File: src/rtl/pulse_gate_sequencer.sv
// Gates a pulse counter over a whole number of 50 Hz sync periods, snapshots the
// count at the end of each window and hands the snapshot to two readers (LCD, UART).
module pulse_gate_sequencer #(
    parameter int CNT_W = 32,
    parameter int WID_W = 16
) (
    input  logic             clk,
    input  logic             rst,
    input  logic             start,
    input  logic             stop,
    input  logic             cont,
    input  logic [7:0]       win_len,
    input  logic             sync_50Hz,
    input  logic [CNT_W-1:0] cnt_in,
    output logic             cnt_en,
    output logic             cnt_clr,
    output logic [CNT_W-1:0] snap,
    output logic             snap_valid,
    input  logic [1:0]       rd_req,
    output logic [1:0]       rd_gnt,
    output logic [WID_W-1:0] win_id,
    output logic             busy,
    output logic             overrun
);

    typedef enum logic [2:0] {
        S_IDLE,
        S_ARM,
        S_COUNT,
        S_LATCH,
        S_CLEAR
    } state_t;

    state_t             r_state;
    state_t             w_state_nxt;
    logic               r_sync;
    logic               r_cont;
    logic [7:0]         r_win_len;
    logic [7:0]         r_period;
    logic               r_cnt_en;
    logic [1:0]         r_pend;
    logic [1:0]         r_gnt;
    logic               r_rr_ptr;
    logic [CNT_W-1:0]   r_snap;
    logic [WID_W-1:0]   r_win_id;
    logic               r_overrun;

    logic               w_edge;
    logic               w_term;
    logic               w_accept;
    logic               w_latch;
    logic               w_period_clr;
    logic               w_period_inc;
    logic               w_cnt_clr;
    logic [1:0]         w_elig;
    logic [1:0]         w_gnt;

    assign w_edge = sync_50Hz & ~r_sync;
    assign w_term = (r_period == (r_win_len - 8'd1));

    always_comb begin
        w_state_nxt  = r_state;
        w_accept     = 1'b0;
        w_latch      = 1'b0;
        w_period_clr = 1'b0;
        w_period_inc = 1'b0;
        w_cnt_clr    = 1'b0;
        if (stop) begin
            w_state_nxt = S_IDLE;
        end else begin
            case (r_state)
                S_IDLE: begin
                    if (start) begin
                        w_accept    = 1'b1;
                        w_state_nxt = S_ARM;
                    end
                end
                S_ARM: begin
                    if (w_edge) begin
                        w_cnt_clr    = 1'b1;
                        w_period_clr = 1'b1;
                        w_state_nxt  = S_COUNT;
                    end
                end
                S_COUNT: begin
                    if (w_edge) begin
                        if (w_term) begin
                            w_state_nxt = S_LATCH;
                        end else begin
                            w_period_inc = 1'b1;
                        end
                    end
                end
                S_LATCH: begin
                    w_latch     = 1'b1;
                    w_state_nxt = S_CLEAR;
                end
                S_CLEAR: begin
                    w_cnt_clr = 1'b1;
                    if (r_cont) begin
                        w_period_clr = 1'b1;
                        w_state_nxt  = S_COUNT;
                    end else begin
                        w_state_nxt = S_IDLE;
                    end
                end
                default: w_state_nxt = S_IDLE;
            endcase
        end
    end

    // Round-robin arbiter: only readers with an unread snapshot are eligible.
    always_comb begin
        w_elig = rd_req & r_pend;
        w_gnt  = 2'b00;
        case (w_elig)
            2'b01:   w_gnt = 2'b01;
            2'b10:   w_gnt = 2'b10;
            2'b11:   w_gnt = r_rr_ptr ? 2'b10 : 2'b01;
            default: w_gnt = 2'b00;
        endcase
    end

    always_ff @(posedge clk or posedge rst) begin
        if (rst) begin
            r_state   <= S_IDLE;
            r_sync    <= 1'b0;
            r_cont    <= 1'b0;
            r_win_len <= '0;
            r_period  <= '0;
            r_cnt_en  <= 1'b0;
            r_pend    <= 2'b00;
            r_gnt     <= 2'b00;
            r_rr_ptr  <= 1'b0;
            r_snap    <= '0;
            r_win_id  <= '0;
            r_overrun <= 1'b0;
        end else begin
            r_state <= w_state_nxt;
            r_sync  <= sync_50Hz;
            // Enable follows COUNT one cycle late, which yields the 3-cycle dead time.
            r_cnt_en <= (r_state == S_COUNT) && (w_state_nxt == S_COUNT);
            if (w_accept) begin
                r_win_len <= (win_len == 8'd0) ? 8'd1 : win_len;
                r_cont    <= cont;
            end
            if (w_period_clr) begin
                r_period <= '0;
            end else if (w_period_inc) begin
                r_period <= r_period + 8'd1;
            end
            r_gnt <= w_gnt;
            if (w_gnt != 2'b00) begin
                r_rr_ptr <= w_gnt[0];
            end
            // A new snapshot re-arms both readers even if a grant lands this cycle.
            r_pend <= (r_pend & ~w_gnt) | {2{w_latch}};
            if (w_latch) begin
                r_snap <= cnt_in;
            end
            if (w_accept) begin
                r_win_id <= '0;
            end else if (w_latch) begin
                r_win_id <= r_win_id + 1'b1;
            end
            if (w_accept) begin
                r_overrun <= 1'b0;
            end else if (w_latch && (r_pend != 2'b00)) begin
                r_overrun <= 1'b1;
            end
        end
    end

    assign cnt_en     = r_cnt_en;
    assign cnt_clr    = w_cnt_clr;
    assign snap       = r_snap;
    assign snap_valid = |r_pend;
    assign rd_gnt     = r_gnt;
    assign win_id     = r_win_id;
    assign busy       = (r_state != S_IDLE);
    assign overrun    = r_overrun;

endmodule

File: config.mk
export PLATFORM = sky130hd
export DESIGN_NAME = pulse_gate_sequencer
export DESIGN_NICKNAME = d
export VERILOG_FILES = /design/src/rtl/pulse_gate_sequencer.sv
export SDC_FILE = /design/constraint.sdc
export NUM_CORES = 1
export LEC_CHECK = 0
export CAP_MARGIN = 30
export CORE_MARGIN = 8
export CORE_UTILIZATION = 47
export DETAILED_ROUTE_END_ITERATION = 7
export PLACE_DENSITY = 0.8
export SLEW_MARGIN = 20
export SYNTH_ARGS = -nofsm -noshare
export SYNTH_HDL_FRONTEND = slang
export SYNTH_SLANG_ARGS = --single-unit
File: constraint.sdc
create_clock -name clk -period 3.3 [get_ports clk]
set_input_delay 0.825 -clock clk [delete_from_list [all_inputs] [get_ports clk]]
set_output_delay 0.825 -clock clk [all_outputs]
set_load 0.01 [all_outputs]
==> flow_summary.json, run 1 <==
{
  "fmax_mhz": 337,
  "insertion_delay_ns": 0.33,
  "cellPowerDensity_mw_per_mm2": 533,
  "seq_area_frac_synth_pct": 55.2,
  "hp-start": "snap[31]",
  "fin_util_pct": 67.6,
  "clk_pin_slew_ns": 0.07,
  "wire_per_inst_microns": 16.4,
  "area_growth_pct": 40.7,
  "fin_skew_ns": 0.00915,
  "rrSetupSlack_ns": 0.98,
  "post-cts-setup-buffers": 0,
  "die_w_microns": 102,
  "drt-initial-drc-count": 122,
  "min_path_type": "reg -> reg",
  "place.gp.congestion": 0.765,
  "fillerInstances": 525,
  "antenna_left": 0,
  "num_rows": 31,
  "grt_max_degree": 77,
  "grt_pass1_vias": 2876,
  "critical_path_class": "in -> out",
  "period_needed_ns": 2.97,
  "min_period_over_period_pct": 90.0,
  "layout_common_cells": "clkdlybuf4s50_1, dfrtp_1, mux2_2",
  "rr_endpoint": "r_period[5]",
  "cap_violations": 0,
  "final-hold-violation-count": 0,
  "end_kind": "primary output",
  "async_reset_ff_share_pct": 100,
  "io_pins": 103,
  "status": "finished, final reports clean",
  "reg2reg_depth": 8,
  "dpl.hpwl_mm": 6.25,
  "avgSynthCellArea_sq_um": 11.7,
  "via_per_inst": 5.23,
  "cts_buffers": 9,
  "setup_ws_ns": 0.330,
  "wl_mm": 8.28,
  "slew_viol_final": 0,
  "crit_arrival_ns": 2.14,
  "setup_violations": 0,
  "synth-edff-count": 0,
  "hold_depth": 1,
  "rsz0062_at_grt": "no",
  "fin_nets": 455,
  "mostFrequentLayoutCell": "clkdlybuf4s50_1",
  "drcViolationCount": 0,
  "hold_path_end": "snap[31]",
  "dr.pass1.iters": 4,
  "yosysUniqueCellTypes": 48,
  "worstPathMaxFanout": 2,
  "antenna_found_initial": 0,
  "ys_warn_count": 0,
  "numClockSinks": 76,
  "clockRootBuffer": "clkbuf_8",
  "grt_overflow_total": 0,
  "dpl_worst_slack_ns": -0.0216,
  "tightest_slew_ns": 0.656,
  "core-area_sq_mm": 0.00718,
  "ctsResizeCount": 1,
  "tritoncts": "done",
  "htreeDepth": 3,
  "synthCells": 294,
  "dieArea_sq_mm": 0.0103,
  "ir_drop_v": 0.000310,
  "grt_pass1_wl_mm": 13.5,
  "clock_path_buffers": 2,
  "syn_nets": 345,
  "grt_usage_pct": 16.6,
  "worstPathRequired_ns": 2.47,
  "drive_gt1_share_pct": 18.2,
  "initial_core_util_pct": 48.0,
  "critPathLaunchType": "input pin",
  "p_leak_nw": 2.10,
  "ys_ff_latch": 76,
  "slew_headroom_pct": 56.0,
  "via_count": 2648,
  "diodes": 0,
  "ctsHoldBuffers": 0,
  "die-height_microns": 102,
  "portBuffers": 102,
  "syn-cell-area_sq_mm": 0.00345,
  "r2r-start": "r_win_len[0]",
  "dominantRegCellSynth": "dfrtp_1"
}
==> how the worst max path moves through the flow <==
stage | to | startpoint | slack, ns | depth (start not counted)
finish | cnt_clr | sync_50Hz | 0.33 | 5
global route | cnt_clr | sync_50Hz | 0.23 | 5
CTS | cnt_clr | sync_50Hz | 0.28 | 5
detailed placement | cnt_clr | sync_50Hz | -0.02 | 5
global placement | cnt_clr | sync_50Hz | -0.03 | 5
floorplan | cnt_en | rst | 0.54 | 1
==> cell usage after synthesis (2+ instances only) <==
cell / count / area [sq um]
dfrtp_1: 76 / 1900
mux2_2: 38 / 428
nand2_1: 23 / 86.3
nor2_1: 17 / 63.8
o21ai_0: 16 / 80.1
a21oi_1: 12 / 60.1
xor2_1: 12 / 105
clkbuf_1: 9 / 33.8
nand3_1: 7 / 35.0
or3_1: 7 / 43.8
xnor2_1: 7 / 61.3
inv_1: 6 / 22.5
and4_1: 4 / 35.0
nand2b_1: 4 / 25.0
nand3b_1: 4 / 30.0
nand4_1: 4 / 25.0
nor3_1: 4 / 20.0
and3_1: 3 / 18.8
ha_1: 3 / 37.5
nor4_1: 3 / 18.8
or3_2: 3 / 22.5
a211oi_1: 2 / 15.0
a21o_1: 2 / 15.0
a31oi_1: 2 / 12.5
nor2b_1: 2 / 12.5
o211ai_1: 2 / 15.0
==> routing by layer <==
metal	wire, microns	track usage [%]	share of wire, %
met5	0	0	0
met4	96	5.96	1.2
met3	1020	9.21	12
met2	3820	26.3	46
met1	3340	18.2	40
==> per-stage QoR <==
stage	total power [mW]	cells	hold slack, ns	cell area [sq um]	setup TNS, ns
after detailed placement	1.79	492	0.496	4620	-0.0216
final	2.58	506	0.509	4850	0
after global routing	2.71	506	0.534	4850	0
after global placement	1.77	492	0.489	4620	-0.0251
after CTS	2.62	506	0.518	4850	0
after floorplan	1.45	294	0.467	3450	0
==> critical path, stage by stage <==
cell             delay, ns
clkdlybuf4s50_1       0.47
nor2b_1               0.17
nand3b_1              0.11
a211oi_1              0.24
dlygate4sd2_1         0.32
==> flip-flops by register name (all words and copies together) (netlist names), 2 cells and up <==
register / cells
r_pend: 2
win_id: 16
rd_gnt: 2
r_win_len: 8
snap: 32
r_state: 3
r_period: 8
==> cells by family after synthesis <==
logic type,Yosys count,synth area share (%)
muxes,39,12.7
adders and majority gates,3,1.09
buffers and inverters,18,2.21
AOI/OAI and AO/OA,46,8.97
DFF,76,55.2
and+or+nand+nor,93,15.0
xor gates and xnor gates,19,4.83
==> report_power, final <==
group / switching [mW] / internal [mW]
combinational: 0.244 / 0.359
sequential: 0.100 / 1.06
clock: 0.323 / 0.493
total: 0.666 / 1.92
==> cell type report <==
| class | instances | area (sq um) | share of cell area (%) |
|---|---|---|---|
| Inverter | 6 | 22.5 | 0.465 |
| Tap cell | 99 | 124 | 2.55 |
| Clock inverter | 5 | 103 | 2.12 |
| Clock buffer | 9 | 124 | 2.55 |
| Sequential cell | 76 | 1900 | 39.2 |
| Multi-Input combinational cell | 200 | 1470 | 30.4 |
| Timing Repair Buffer | 111 | 1100 | 22.7 |
Power figures use the tool's default switching activity.
==> run 2, diff against run 1 <==
--- a/config.mk
+++ b/config.mk
@@ -7,9 +7,11 @@
 export LEC_CHECK = 0
 export CAP_MARGIN = 30
 export CORE_MARGIN = 8
-export CORE_UTILIZATION = 47
+export CORE_UTILIZATION = 49
+export CTS_BUF_LIST = sky130_fd_sc_hd__clkbuf_8
 export DETAILED_ROUTE_END_ITERATION = 7
-export PLACE_DENSITY = 0.8
+export PLACE_DENSITY = 0.83
+export SKIP_LAST_GASP = 1
 export SLEW_MARGIN = 20
 export SYNTH_ARGS = -nofsm -noshare
 export SYNTH_HDL_FRONTEND = slang
==> run 2 against run 1 <==
Compared with the run above: final area fell by 0.67%; total power fell by 3.3%; clock-buffer cell count rose by 1; first-iteration DRC count fell by 50%; worst setup slack improved by 0.14 ns; non-clock buffer count fell by 1; fmax rose by 4.8%; global-route usage rose by 1.8 points; wire length rose by 6.9%; combinational power barely moved; clock power fell by 11%; cell count fell by 0.40%; critical path type unchanged; highest routed layer unchanged.
==> flow_summary.json, run 2 (synthesized netlist as in run 1, its figures left out) <==
{
  "intPower_mw": 1.79,
  "post_dp_cell_area_sq_mm": 0.00461,
  "p_leak_nw": 2.09,
  "post-cts-setup-buffers": 0,
  "critical_path_class": "in -> out",
  "insertion_delay_ns": 0.34,
  "combPwrFrac_pct": 24.3,
  "diodes": 0,
  "fin_nets": 454,
  "p_total_mw": 2.50,
  "fin_cells": 504,
  "cts_buffers": 9,
  "mostFrequentLayoutCell": "clkdlybuf4s50_1",
  "layout_common_cells": "clkdlybuf4s50_1, dfrtp_1, mux2_2",
  "fin_area_sq_mm": 0.00482,
  "fmax_mhz": 353,
  "dr.pass1.iters": 4,
  "grt_max_degree": 77,
  "htreeDepth": 3,
  "dpl_worst_slack_ns": 0.0413,
  "num_rows": 30,
  "cpPeakStageDelay_ns": 0.47,
  "die-height_microns": 99.9,
  "dpl.hpwl_mm": 6.32,
  "grt_pass1_wl_mm": 14.4,
  "grt_usage_pct": 18.4,
  "setup_ws_ns": 0.466,
  "numClockSinks": 76,
  "grt_pass1_vias": 2917,
  "fin_skew_ns": 0.00455,
  "min_path_type": "reg -> reg",
  "wire_per_inst_microns": 17.6,
  "fin_util_pct": 70.9,
  "critPathLaunchType": "input pin",
  "portBuffers": 102,
  "core-area_sq_mm": 0.00679,
  "rsz0062_at_grt": "no",
  "p_clk_share_pct": 29.1,
  "setup_violations": 0,
  "seqPwrFrac_pct": 46.6,
  "area_growth_pct": 39.7,
  "ir_drop_v": 0.000360,
  "grt_overflow_total": 0,
  "clk_pin_slew_ns": 0.08,
  "largest_reg_flops": 32,
  "slew_viol_final": 0,
  "crit_chain": "clkdlybuf4s50_1 -> nor2b_1 -> nand3b_1 -> a211oi_1 -> dlymetal6s2s_1",
  "antenna_found_initial": 0,
  "crit_arrival_ns": 2.01,
  "drive_gt1_share_pct": 18.4,
  "finalSetupTns_ns": 0,
  "initial_core_util_pct": 50.7,
  "tightest_slew_ns": 0.675,
  "cellPowerDensity_mw_per_mm2": 519,
  "cap_violations": 0,
  "worstPathRequired_ns": 2.47,
  "tritoncts": "done",
  "clock_path_buffers": 2,
  "via_per_inst": 5.38,
  "period_needed_ns": 2.83,
  "drt-initial-drc-count": 61,
  "antenna_left": 0,
  "wl_mm": 8.85,
  "dieArea_sq_mm": 0.00998,
  "holdWs_ns": 0.511,
  "worstPathMaxFanout": 2,
  "die_w_microns": 99.9,
  "slew_headroom_pct": 54.7,
  "power.net_switching_mw": 0.706,
  "min_period_over_period_pct": 85.9,
  "io_pins": 103,
  "place.gp.congestion": 0.798,
  "status": "finished, final reports clean",
  "p_sw_share_pct": 28.3,
  "via_count": 2713,
  "place_inst": 488,
  "clockRootBuffer": "clkbuf_8",
  "final-hold-violation-count": 0,
  "drcViolationCount": 0,
  "cp_slowest_cell": "clkdlybuf4s50_1",
  "end_kind": "primary output",
  "fillerInstances": 501
}
## run 2: critical path: cells and delay by family
family	cells	cell delay [ns]
AO/OA/AOI/OAI	1	0.22
buffers and inverters	2	0.68
AND/OR/NAND/NOR	2	0.27
## run 2: path summary, 6_finish.rpt
check | start | endpoint | slack [ns] | cells past startpoint
max in group asynchronous | rst | snap[27] | 2.09 | 3
min in group asynchronous | rst | r_sync | 0.88 | 3
setup reg to reg | r_win_len[0] | r_period[5] | 1.02 | 8
hold reg to reg | snap[22] | snap[22] | 0.51 | 1
setup / recovery | sync_50Hz | cnt_clr | 0.47 | 5
hold / removal | snap[22] | snap[22] | 0.51 | 1
## run 2: power groups by stage
| stage | Sequential [mW] | Combinational (mW) | Clock, mW |
|---|---|---|---|
| 6_report | 1.16 | 0.606 | 0.727 |
| 5_1_grt | 1.19 | 0.657 | 0.783 |
| 4_1_cts | 1.17 | 0.617 | 0.746 |
| 3_5_place_dp | 1.18 | 0.609 | 0 |
| 3_3_place_gp | 1.17 | 0.594 | 0 |
| 2_1_floorplan | 1.20 | 0.242 | 0 |
## run 2: timing repair
item | in CTS | in global routing
hold buffers | 0 | 0
gates resized for setup | 0 | 1
setup endpoints to repair | 0 | 1
## run 2: layout make-up
class,instances,area (sq um),area share [%]
well taps,96,120,2.49
multi-input cells,200,1470,30.6
inverters,6,22.5,0.468
repair buffers,110,1100,22.8
clock inverters,6,63.8,1.33
clock buffers,10,138,2.86
flip-flops and latches,76,1900,39.5
## run 2: per-layer routing
layer	vias up	share of wire, %	global-route usage (%)
met2	95	48	29.3
met1	1347	40	20.0
li1	1265	-	-
met3	6	11	11.2
met5	-	0	0
met4	0	0.79	5.24
